--- config.mk ---
export PLATFORM = sky130hd
export DESIGN_NAME = adsr_envelope
export DESIGN_NICKNAME = d
export VERILOG_FILES = /design/src/rtl/adsr_envelope.sv
export SDC_FILE = /design/constraint.sdc
export NUM_CORES = 1
export LEC_CHECK = 0
export BUFFER_PORTS_ARGS = -buffer_cell sky130_fd_sc_hd__buf_4
export CORE_MARGIN = 1.5
export CORE_UTILIZATION = 57
export CTS_CLUSTER_DIAMETER = 100
export DETAILED_ROUTE_END_ITERATION = 8
export GPL_ROUTABILITY_DRIVEN = 0
export HOLD_SLACK_MARGIN = 0.08
export PLACE_DENSITY_LB_ADDON = 0.12
export SYNTH_ARGS = -nofsm -noshare
export SYNTH_HDL_FRONTEND = slang
export SYNTH_SLANG_ARGS = --single-unit
--- constraint.sdc ---
create_clock -name clk_in -period 6.6 [get_ports clk_in]
set_input_delay 0.33 -clock clk_in [delete_from_list [all_inputs] [get_ports clk_in]]
set_output_delay 0.33 -clock clk_in [all_outputs]
set_load 0.01 [all_outputs]
--- src/rtl/adsr_envelope.sv ---
// ADSR amplitude envelope plus a two-stage gain pipeline; the envelope advances once per sample tick.
// States: IDLE=0 silent, env 0 | ATTACK=1 rising to max | DECAY=2 falling to sustain | SUSTAIN=3 follows sustain level | RELEASE=4 falling to 0

module adsr_envelope #(
    parameter int SAMPLE_WIDTH = 16,
    parameter int ENV_WIDTH    = 16,
    parameter int RATE_WIDTH   = 16
) (
    input  logic                           clk_in,
    input  logic                           rst_in,
    input  logic                           tick_in,
    input  logic signed [SAMPLE_WIDTH-1:0] sample_in,
    input  logic                           gate_in,
    input  logic                           retrig_in,
    input  logic        [RATE_WIDTH-1:0]   attack_rate_in,
    input  logic        [RATE_WIDTH-1:0]   decay_rate_in,
    input  logic        [ENV_WIDTH-1:0]    sustain_level_in,
    input  logic        [RATE_WIDTH-1:0]   release_rate_in,
    output logic signed [SAMPLE_WIDTH-1:0] sample_out,
    output logic                           valid_out,
    output logic        [ENV_WIDTH-1:0]    env_out,
    output logic        [2:0]              state_out,
    output logic                           active_out
);

    localparam int SUMW  = RATE_WIDTH + ENV_WIDTH + 1;
    localparam int PRODW = SAMPLE_WIDTH + ENV_WIDTH + 1;
    localparam logic [ENV_WIDTH-1:0] ENV_MAX = '1;

    typedef enum logic [2:0] {
        ST_IDLE    = 3'd0,
        ST_ATTACK  = 3'd1,
        ST_DECAY   = 3'd2,
        ST_SUSTAIN = 3'd3,
        ST_RELEASE = 3'd4
    } state_t;

    state_t                r_state;
    state_t                w_state_nxt;
    state_t                w_entry;
    logic [ENV_WIDTH-1:0]  r_env;
    logic [ENV_WIDTH-1:0]  w_env_nxt;
    logic                  r_active;
    logic                  r_retrig;
    logic                  w_retrig_eff;
    logic [SUMW-1:0]       w_env_ext;
    logic [SUMW-1:0]       w_att_sum;
    logic [SUMW-1:0]       w_dec_floor;
    logic [SUMW-1:0]       w_rel_ext;

    logic signed [SAMPLE_WIDTH-1:0] r_sample;
    logic signed [PRODW-1:0]        r_prod;
    logic signed [SAMPLE_WIDTH-1:0] r_sample_out;
    logic                           r_v1;
    logic                           r_v2;
    logic                           r_valid_out;

    // Wide arithmetic so attack cannot wrap and decay/release cannot underflow.
    assign w_env_ext    = SUMW'(r_env);
    assign w_att_sum    = w_env_ext + SUMW'(attack_rate_in);
    assign w_dec_floor  = SUMW'(decay_rate_in) + SUMW'(sustain_level_in);
    assign w_rel_ext    = SUMW'(release_rate_in);
    assign w_retrig_eff = r_retrig | retrig_in;

    always_comb begin
        w_entry     = r_state;
        w_state_nxt = r_state;
        w_env_nxt   = r_env;
        if (tick_in) begin
            case (r_state)
                ST_ATTACK, ST_DECAY, ST_SUSTAIN: begin
                    if (!gate_in) begin
                        w_entry = ST_RELEASE;
                    end else if (w_retrig_eff) begin
                        w_entry = ST_ATTACK;
                    end
                end
                ST_IDLE, ST_RELEASE: begin
                    if (gate_in) begin
                        w_entry = ST_ATTACK;
                    end
                end
                default: w_entry = ST_IDLE;
            endcase

            // The level update of the state being entered applies on this same tick.
            w_state_nxt = w_entry;
            case (w_entry)
                ST_ATTACK: begin
                    if (attack_rate_in == '0 || w_att_sum >= SUMW'(ENV_MAX)) begin
                        w_env_nxt   = ENV_MAX;
                        w_state_nxt = ST_DECAY;
                    end else begin
                        w_env_nxt = w_att_sum[ENV_WIDTH-1:0];
                    end
                end
                ST_DECAY: begin
                    if (decay_rate_in == '0 || w_dec_floor >= w_env_ext) begin
                        w_env_nxt   = sustain_level_in;
                        w_state_nxt = ST_SUSTAIN;
                    end else begin
                        w_env_nxt = r_env - ENV_WIDTH'(decay_rate_in);
                    end
                end
                ST_SUSTAIN: begin
                    w_env_nxt = sustain_level_in;
                end
                ST_RELEASE: begin
                    if (release_rate_in == '0 || w_rel_ext >= w_env_ext) begin
                        w_env_nxt   = '0;
                        w_state_nxt = ST_IDLE;
                    end else begin
                        w_env_nxt = r_env - ENV_WIDTH'(release_rate_in);
                    end
                end
                default: begin
                    w_env_nxt   = '0;
                    w_state_nxt = ST_IDLE;
                end
            endcase
        end
    end

    always_ff @(posedge clk_in or negedge rst_in) begin
        if (!rst_in) begin
            r_state  <= ST_IDLE;
            r_env    <= '0;
            r_active <= 1'b0;
            r_retrig <= 1'b0;
        end else begin
            r_state  <= w_state_nxt;
            r_env    <= w_env_nxt;
            r_active <= (w_state_nxt != ST_IDLE);
            r_retrig <= tick_in ? 1'b0 : w_retrig_eff;
        end
    end

    // Gain: capture at tick, multiply one cycle later, scale and present the next.
    always_ff @(posedge clk_in or negedge rst_in) begin
        if (!rst_in) begin
            r_sample     <= '0;
            r_prod       <= '0;
            r_sample_out <= '0;
            r_v1         <= 1'b0;
            r_v2         <= 1'b0;
            r_valid_out  <= 1'b0;
        end else begin
            r_v1        <= tick_in;
            r_v2        <= r_v1;
            r_valid_out <= r_v2;
            if (tick_in) begin
                r_sample <= sample_in;
            end
            if (r_v1) begin
                r_prod <= PRODW'(r_sample) * PRODW'($signed({1'b0, r_env}));
            end
            if (r_v2) begin
                r_sample_out <= SAMPLE_WIDTH'(r_prod >>> ENV_WIDTH);
            end
        end
    end

    assign sample_out = r_sample_out;
    assign valid_out  = r_valid_out;
    assign env_out    = r_env;
    assign state_out  = r_state;
    assign active_out = r_active;

endmodule
==> impl_metrics.toml <==
[synthesis]
synthesized_area_fraction_occupied_by_ao_oa_aoi_and_oai_cells = 0.109
synth_common_cells = "295 x sky130_fd_sc_hd__inv_1, 197 x sky130_fd_sc_hd__fa_1, 193 x sky130_fd_sc_hd__ha_1"
synth_area_leaders = "sky130_fd_sc_hd__fa_1 27%, sky130_fd_sc_hd__ha_1 17%, sky130_fd_sc_hd__dfrtp_1 12%"
synth-adder-area-share = 0.435
synthSimpleGateAreaFrac = 0.163
syn_avg_cell_area_um2 = 8.89
netlist_cell_types = 66
count_of_flip_flops_with_a_built_in_enable_after_synthesis = 0
post_synthesis_share_of_cell_area_spent_on_xor_and_xnor_gates = 0.0390
ys_seq_area_frac = 0.123
top_reg_cell_synth = "sky130_fd_sc_hd__dfrtp_1"
synth_top_area_share = 0.270
yosys_warnings = 0
synth_async_sr_flop_share = 1.00
netlist.top_cell.by_area = "sky130_fd_sc_hd__fa_1"
mappedNetlistArea_mm2 = 0.0146
yosysMostFrequentCell = "sky130_fd_sc_hd__inv_1"
syn-num-nets = 2118
yosys_register_bits = 72
synth_top_family_by_area = "adder cells"
gate_count_after_technology_mapping = 1643
synthMuxAreaShare = 0.0424

[clock_tree]
cts_tree = "done"
cts-root-buf = "sky130_fd_sc_hd__clkbuf_16"
cts_max_level = 3
clock_insertion_delay_worst_skew_ns = 0.35
clock_transition_at_path_regs_ns = 0.07
cts.path.max_buffers = 2
cts.sinks = 72
tritoncts.num_buffers = 9

[min_path]
hp-class = "in -> async"

[critical_path]
crit_path_end_kind = "flop"
worst_r2r_path_depth = 22
critical_path_top_delay_cell = "sky130_fd_sc_hd__or4_4"
crit_path_cell_trace = "and2_1, fa_1, inv_1, fa_1, fa_1, fa_1, inv_1, fa_1, inv_1, fa_1, inv_1, ha_4, a21oi_1, nand2_1, a211o_4, or4_4, a21oi_4, a21o_1, o21ai_2, a21o_1, xor2_1, mux2_2"
crit_top_cell = "sky130_fd_sc_hd__fa_1"
timing.critical_path.fanout_max = 7
cp.arrival_ns = 6.63
worst-setup-path-type = "reg -> reg"
critPathMaxStageDelay_ns = 0.56
start_kind = "flop"
worstPathRequired_ns = 6.84

[floorplan]
row_count = 58
floorplan.die.height_um = 163
core-area_mm2 = 0.0252
chipWidth_um = 163
initial_standard_cell_utilization_of_the_core = 0.580
io-pin-count = 122
dieArea_mm2 = 0.0266

[sta]
fin_worst_skew_ns = 0.00750
max_freq_ghz = 0.157
finalHoldViolCount = 0
part_of_the_cycle_the_worst_path_needs = 0.968
worst_slew_pin_slew_ns = 0.959
worst_slew_margin_rel = 0.361
finalWorstPathRequiredPeriod_ns = 6.39
final.setup.worst_slack_ns = 0.213
setup_viol_count_final = 0
fin_hold_ws_ns = 0.130
final_count_of_pins_violating_max_slew = 0

[finish]
areaGrowthSynthToFinish_pct = 15.0
drive_gt1_frac = 0.165
antennaDiodeCount = 0
final.fill_count = 2143
nets = 2282

[route]
firstDrtPassIters = 7
detailroute.via_count = 12100
post-route-drc-count = 0
wire_per_inst_um = 17.8
initialDrtViolationCount = 650
drt_wl_total_um = 38000
antenna_violating_nets_post_route = 0
vias_per_cell = 5.65

[flow_run]
maxCapViolCount = 0

[global_routing]
met2_usage = 0.509
grt_pass1_wl_um = 62000
overflow = 0
grt_use_met3 = 0.0498
grt_pass1_vias = 12500
pin_count_of_the_biggest_net_entering_global_routing = 73
grt_antenna_before_repair = 1
global_route.usage.total = 0.302
grt_use_met1 = 0.384
globalRoute.busiestLayer = "met2"

[status]
status = "complete, no violations"

[place]
place_worst_setup_slack_ns = -0.0823
total_half_perimeter_wirelength_after_legalization_and_detailed_placement_um = 31800
port-buffer-count = 121
==> final timing paths <==
| kind | start | endpoint | slack, ns |
|---|---|---|---|
| max | r_sample[4] | r_prod[29] | 0.21 |
| min | rst_in | sample_out[0] | 0.13 |
| max reg2reg | r_sample[4] | r_prod[29] | 0.21 |
| min reg2reg | r_retrig | r_retrig | 0.50 |
| max in group asynchronous | rst_in | env_out[12] | 5.79 |
| min in group clk_in | sample_in[15] | r_sample[15] | 0.18 |
==> flip-flops by register name (all words and copies together), names as in the netlist, 3 cells and up <==
name        count
r_prod         16
sample_out     16
state_out       3
r_sample       16
env_out        16
==> worst max-delay path, delay by kind of cell (launching register included) <==
kind                     cells  cell delay, ns
XOR/XNOR                     1            0.14
AND/OR/NAND/NOR              3            0.83
flip-flops                   1            0.44
buffers and inverters        4            0.23
multiplexers                 1            0.26
adder cells (fa/ha/maj)      7            3.18
AO/OA/AOI/OAI                6            1.20
==> cells in the final DEF (no fill, tap or decap), drive strengths merged, types with 5 or more instances in the layout <==
cell | Yosys | final
xnor2 | 44 | 44
and4 | 5 | 5
inv | 295 | 295
nand2b | 9 | 9
xor2 | 21 | 21
nor3 | 17 | 17
nand4 | 13 | 13
nor2 | 60 | 60
a21oi | 76 | 76
mux2i | 9 | 9
a21o | 20 | 20
nor4 | 16 | 16
mux2 | 47 | 47
nor2b | 12 | 12
ha | 193 | 193
and2 | 119 | 119
or4 | 6 | 6
a22oi | 5 | 5
nand2 | 174 | 174
o21bai | 9 | 9
o211ai | 5 | 5
and3 | 5 | 5
a211oi | 12 | 12
o22ai | 6 | 6
clkbuf | 48 | 10
dfrtp | 72 | 72
o21a | 18 | 18
buf | 2 | 203
fa | 197 | 197
nand3 | 18 | 18
o21ai | 44 | 44
or3 | 7 | 7
==> stage by stage <==
stage	instance area, um2	TNS, ns	instances	utilization
after floorplan	14600	0	1643	-
after global placement	16400	0	2123	0.650
after detailed placement	16400	-0.118	2123	0.650
after CTS	16700	0	2140	0.664
after global routing	16800	-0.0607	2142	0.667
final	16800	0	2142	0.667
==> cell families (layout without fill, tap and decap cells) <==
logic type	count (synthesis)	count (layout)
XOR/XNOR	65	65
multiplexers	56	56
AND/OR/NAND/NOR	472	472
AO/OA/AOI/OAI	242	242
flip-flops	72	72
adder cells (fa/ha/maj)	390	390
buffers and inverters	346	515
==> metal layers <==
metal / share of wire / up-vias
met4: 0.042 / 2
met3: 0.065 / 90
met2: 0.48 / 382
li1: - / 5699
met1: 0.41 / 5935
met5: 0.00034 / -
==> final cells by class <==
type	count	area, um2	area share
well taps	330	413	0.0246
inverters	296	1110	0.0661
repair buffers	203	1550	0.0924
multi-input cells	1225	11600	0.690
flip-flops and latches	72	1810	0.108
clock buffers	10	229	0.0136
clock inverters	6	93.8	0.00559
==> what timing repair did <==
item | 4_1_cts | 5_1_grt
hold endpoints to repair | 0 | 0
hold buffers | 0 | 0
pin swaps | 2 | 14
setup endpoints to repair | 3 | 8
setup buffers | 1 | 3
resized for setup | 2 | 23
Power is left out: the tool's default activity adds up to more than one toggle a clock period on the data nets, which glitch-free logic cannot reach.
